File: src/rtl/deser_pkg.sv
// ---------------------------------------------------------------------------
// deser_pkg
// Shared definitions for the 16-bit serial-to-parallel deserializer.
//   WORD_W        : width of the parallel capture/output word
//   IDX_W         : width of the bit-select index (log2 of WORD_W)
//   TIMER_W       : width of the idle-timeout counter
//   deser_state_t : frame FSM states
// ---------------------------------------------------------------------------
package deser_pkg;

    localparam int WORD_W  = 16;
    localparam int IDX_W   = 4;
    localparam int TIMER_W = 8;

    typedef enum logic [1:0] {
        IDLE  = 2'd0,
        SHIFT = 2'd1,
        HOLD  = 2'd2
    } deser_state_t;

endpackage

File: src/rtl/deser_idle_timer.sv
// ---------------------------------------------------------------------------
// idle_timer
// Saturating idle counter with a programmable limit.
//   clk    : rising-edge clock
//   rst    : synchronous active-high reset
//   clear  : zero the counter (wins over enable)
//   enable : count one idle cycle
//   limit  : number of idle cycles that constitutes a timeout
//   hit    : this idle cycle is the limit-th one in a row
// ---------------------------------------------------------------------------
module idle_timer #(
    parameter int WIDTH = 8
) (
    input  logic             clk,
    input  logic             rst,
    input  logic             clear,
    input  logic             enable,
    input  logic [WIDTH-1:0] limit,
    output logic             hit
);

    logic [WIDTH-1:0] count;
    logic [WIDTH:0]   count_plus_one;

    // hit looks one step ahead, so the abort lands on the same edge
    // that would have recorded the limit-th idle cycle
    assign count_plus_one = {1'b0, count} + {{WIDTH{1'b0}}, 1'b1};
    assign hit            = enable && !clear && (count_plus_one == {1'b0, limit});

    always_ff @(posedge clk) begin
        if (rst || clear) begin
            count <= '0;
        end else if (enable && (count != '1)) begin
            count <= count + {{(WIDTH-1){1'b0}}, 1'b1};
        end
    end

endmodule

File: src/rtl/deser_demux16.sv
// ---------------------------------------------------------------------------
// deser_demux16
// Serial-to-parallel deserializer: accepted bits are demultiplexed into
// position sel of a 16-bit capture word (LSB first), and completed words
// are handed downstream through a valid/ready output register.
//   TIMEOUT   : idle cycles tolerated inside a frame (1..255)
//   clk       : rising-edge clock
//   rst       : synchronous active-high reset
//   in_bit    : serial data bit
//   in_valid  : in_bit is valid this cycle
//   in_start  : with in_valid, marks bit 0 of a new frame
//   in_ready  : an input beat is accepted this cycle
//   out_word  : completed word
//   out_valid : out_word holds an unconsumed word
//   out_ready : downstream consumes out_word
//   sel       : index the next accepted bit is written to
//   busy      : a frame is in progress
//   frame_err : one-cycle pulse on misplaced start or timeout abort
// ---------------------------------------------------------------------------
module deser_demux16
    import deser_pkg::*;
#(
    parameter int TIMEOUT = 32
) (
    input  logic              clk,
    input  logic              rst,
    input  logic              in_bit,
    input  logic              in_valid,
    input  logic              in_start,
    output logic              in_ready,
    output logic [WORD_W-1:0] out_word,
    output logic              out_valid,
    input  logic              out_ready,
    output logic [IDX_W-1:0]  sel,
    output logic              busy,
    output logic              frame_err
);

    deser_state_t      state;
    logic [WORD_W-1:0] cap;
    logic [WORD_W-1:0] cap_next;
    logic [WORD_W-1:0] write_mask;
    logic [IDX_W-1:0]  write_idx;
    logic              accept;
    logic              stage_free;
    logic              timeout_hit;
    logic              timer_clear;
    logic              timer_enable;

    assign in_ready   = !rst && (state != HOLD);
    assign busy       = (state != IDLE);
    assign accept     = in_valid && in_ready;
    assign stage_free = !out_valid || out_ready;

    // A start beat always lands in bit 0, even when it interrupts a frame
    assign write_idx = in_start ? '0 : sel;

    // 1:16 demux: only the addressed capture bit takes in_bit
    always_comb begin
        write_mask            = '0;
        write_mask[write_idx] = 1'b1;
        cap_next              = (cap & ~write_mask) | ({WORD_W{in_bit}} & write_mask);
    end

    assign timer_enable = (state == SHIFT) && !accept;
    assign timer_clear  = !timer_enable;

    idle_timer #(
        .WIDTH (TIMER_W)
    ) u_idle_timer (
        .clk    (clk),
        .rst    (rst),
        .clear  (timer_clear),
        .enable (timer_enable),
        .limit  (TIMER_W'(TIMEOUT)),
        .hit    (timeout_hit)
    );

    // Frame FSM with capture and output registers. The output-stage
    // consume clear is written first so a same-edge load overrides it.
    always_ff @(posedge clk) begin
        if (rst) begin
            state     <= IDLE;
            sel       <= '0;
            cap       <= '0;
            out_word  <= '0;
            out_valid <= 1'b0;
            frame_err <= 1'b0;
        end else begin
            frame_err <= 1'b0;
            if (out_valid && out_ready) begin
                out_valid <= 1'b0;
            end

            case (state)
                IDLE: begin
                    if (accept && in_start) begin
                        cap   <= cap_next;
                        sel   <= IDX_W'(1);
                        state <= SHIFT;
                    end
                end

                SHIFT: begin
                    if (accept) begin
                        cap <= cap_next;
                        if (in_start && (sel != '0)) begin
                            frame_err <= 1'b1;
                            sel       <= IDX_W'(1);
                        end else if (sel == '1) begin
                            sel <= '0;
                            if (stage_free) begin
                                out_word  <= cap_next;
                                out_valid <= 1'b1;
                                state     <= IDLE;
                            end else begin
                                state <= HOLD;
                            end
                        end else begin
                            sel <= sel + IDX_W'(1);
                        end
                    end else if (timeout_hit) begin
                        frame_err <= 1'b1;
                        sel       <= '0;
                        state     <= IDLE;
                    end
                end

                HOLD: begin
                    // The finished word waits in cap until the old one is taken
                    if (out_valid && out_ready) begin
                        out_word  <= cap;
                        out_valid <= 1'b1;
                        sel       <= '0;
                        state     <= IDLE;
                    end
                end

                default: begin
                    state <= IDLE;
                    sel   <= '0;
                end
            endcase
        end
    end

endmodule
File: config.mk
export PLATFORM = sky130hd
export DESIGN_NAME = deser_demux16
export DESIGN_NICKNAME = d
export VERILOG_FILES = /design/src/rtl/deser_pkg.sv /design/src/rtl/deser_idle_timer.sv /design/src/rtl/deser_demux16.sv
export SDC_FILE = /design/constraint.sdc
export NUM_CORES = 1
export LEC_CHECK = 0
export CAP_MARGIN = 10
export CELL_PAD_IN_SITES_DETAIL_PLACEMENT = 1
export CELL_PAD_IN_SITES_GLOBAL_PLACEMENT = 2
export CORE_ASPECT_RATIO = 1.75
export CORE_MARGIN = 1
export CORE_UTILIZATION = 39
export DETAILED_ROUTE_END_ITERATION = 16
export DONT_BUFFER_PORTS = 1
export GPL_TIMING_DRIVEN = 0
export PLACE_DENSITY = 0.83
export RECOVER_POWER = 25
export REMOVE_ABC_BUFFERS = 1
export SETUP_SLACK_MARGIN = 0.15
export SYNTH_ARGS = -nofsm -noshare
export SYNTH_HDL_FRONTEND = slang
export SYNTH_SLANG_ARGS = --single-unit
File: constraint.sdc
create_clock -name clk -period 4.89 [get_ports clk]
set_input_delay 0.978 -clock clk [delete_from_list [all_inputs] [get_ports clk]]
set_output_delay 0.978 -clock clk [all_outputs]
set_load 0.1 [all_outputs]
==> metrics.yaml <==
worst_setup_path:
  r2r-start: "sel[0]"
  cp.arrival_ns: 3.61
  critical_path_peak_fanout: 17
  crit_type: "reg -> reg"
  cp.required_ns: 5.09
  crit_path_start_kind: "flip-flop"
  reg2reg_depth: 7
  end_kind: "flip-flop"
  startpoint: "sel[0]"
synth:
  seq_area_frac_synth_pct: 36.7
  synthArstFlopShare_pct: 0
  avgSynthCellArea_um2: 7.67
  synth_common_cells: "61 x nand2_1, 48 x dfxtp_1, 39 x nor2_1"
  postSynthCellCount: 341
  yosysMostFrequentCell: "nand2_1"
  ys_ff_latch: 48
  synth_cell_types: 48
  yosys.area.top_type_share_pct: 36.7
  syn_area_um2: 2620
  synthFlopType: "dfxtp_1"
  ys_top_cells_by_area: "dfxtp_1 37%, nand2_1 8.8%, nand3_1 5.7%"
  yosysWarnings: 0
  synth_area_leader_cell: "dfxtp_1"
  synth_edf_count: 0
clocking:
  clock-sinks: 48
  cts_buffers: 5
  cts_tree: "yes"
  clk_root_buffer_cell: "clkbuf_16"
  cts_hold_buffers: 0
  post-cts-setup-buffers: 0
  clk_pin_slew_ns: 0.07
  htree_num_levels: 2
  clk_latency_ns: 0.29
  cts_buffer_depth: 2
  cts-resized-gates: 0
timing:
  worst_pin_slew_ns: 1.24
  hold_viol_final: 0
  fmax_mhz: 294
  fin_crit_sh_pct: 69.6
  rsz0062_at_grt: "false"
  slew_viol_final: 0
  whs_ns: 0.450
  finalSetupTns_ns: 0
  skew_ns: 0.00654
  period_minus_slack_ns: 3.41
  setup_viol: 0
  slew_headroom_pct: 16.6
drt:
  wl_um: 6720
  drt_iter0_drc: 101
  vias_per_cell: 5.68
  ant_nets: 0
  drt_pass1_iterations: 4
  drc: 0
  vias: 2317
  wl_per_cell_um: 16.5
die:
  ioPinCount: 30
  die_area_um2: 7050
  fp.dieW_um: 63.9
  fp.coreArea_um2: 6490
  row_count: 39
  start_util_pct: 40.3
  dieHeight_um: 110
worst_hold_path:
  worstHoldPathCells: 2
  hp-start: "cap[13]"
  hold_path.class: "reg -> reg"
grt:
  grt_pass1_vias: 2371
  overflow: 0
  grt_usage_pct: 21.0
  grt_max_degree: 44
  antenna_found_initial: 0
  grt_pass1_wl_um: 11400
final_layout:
  fillers: 820
  area_growth_pct: 5.79
  diodes: 0
  final_area_um2: 2770
  drive_gt1_share_pct: 6.13
  final_nets: 339
flow_run:
  drv_cap: 0
placement:
  io_buffer_count: 0
  dpl_cell_area_um2: 2630
  hpwl_um: 4800
  gp_congestion: 0.748
outcome:
  status: "completed"
power:
  max-vdd-ir-drop_v: 0.000290
  p_leak_nw: 0.891
  power.density_nw_per_um2: 406
## power breakdown
group | switching (W) | total [W] | internal, W
Sequential | 0.000150 | 0.000569 | 0.000419
Clock | 0.000146 | 0.000332 | 0.000186
Combinational | 0.000144 | 0.000221 | 0.0000768
## through the flow
stage	cells	util (%)	setup WS, ns	power [W]
6_report	408	42.6	1.48	0.00112
5_1_grt	408	42.6	1.18	0.00119
4_1_cts	408	42.6	1.44	0.00114
3_5_place_dp	401	40.6	1.49	0.000802
3_3_place_gp	399	40.2	1.33	0.000793
2_1_floorplan	317	-	1.68	0.000746
## final timing paths
kind	slack, ns	end
worst max-delay path	1.48	out_word[9]
worst min-delay path	0.45	cap[13]
worst max register to register	1.48	out_word[9]
worst min register to register	0.45	cap[13]
## cell families after synthesis
| kind of cell | Yosys count | synth area share (%) |
|---|---|---|
| AND/OR/NAND/NOR | 172 | 30.8 |
| AO/OA/AOI/OAI | 63 | 17.0 |
| flip-flops | 48 | 36.7 |
| buffers and inverters | 33 | 5.50 |
| multiplexers | 12 | 4.59 |
| adder cells (fa/ha/maj) | 7 | 3.35 |
| XOR/XNOR | 6 | 2.01 |
## layer usage
metal / vias to the layer above / GRT usage, % / part of all wire (%)
met5: - / 0 / 0
met4: 0 / 8.77 / 2.6
met3: 12 / 4.73 / 3.9
met2: 33 / 40.4 / 54
met1: 1115 / 21.2 / 40
li1: 1157 / - / -
## cell type report
class	count	area (um^2)	share of cell area, %
clock buffer	6	129	4.66
clock inverter	1	5.00	0.181
inverter	9	33.8	1.22
multi-input combinational	260	1510	54.7
sequential	48	961	34.7
tap	82	103	3.71
timing repair buffer	2	22.5	0.814
## registers in the layout, indices dropped and copies added (netlist names)
register,count
sel,4
cap,16
frame_err,1
state,2
out_word,16
out_valid,1
u_idle_timer.count,8
## cell usage in the layout (no fill, tap or decap), types with 2 or more instances in the layout
master,Yosys,routed
o21bai_1,2,2
a21oi_1,21,21
xnor2_1,3,3
clkbuf_16,0,5
nand2_1,61,61
mux2i_1,12,12
nand3_1,30,30
o211a_1,2,2
nor3b_1,3,3
ha_1,7,7
o21a_1,3,3
nor4_1,4,4
a211oi_1,8,8
o31ai_2,2,2
dfxtp_1,48,48
inv_1,9,9
nor2b_1,2,2
a311oi_1,9,9
nand4_1,4,4
nand2b_1,6,6
or2_2,2,2
nor2_1,39,38
nor3_1,10,10
xor2_1,3,3
o21ai_0,8,8
## worst max-delay path: stages (launching register included)
cell	delay (ns)
dfxtp_1	1.13
ha_1	0.35
nand3_1	0.14
o21ai_0	0.40
a21boi_2	0.72
buf_8	0.24
nor2_1	0.05
a311oi_1	0.26
Power figures use the tool's default switching activity.
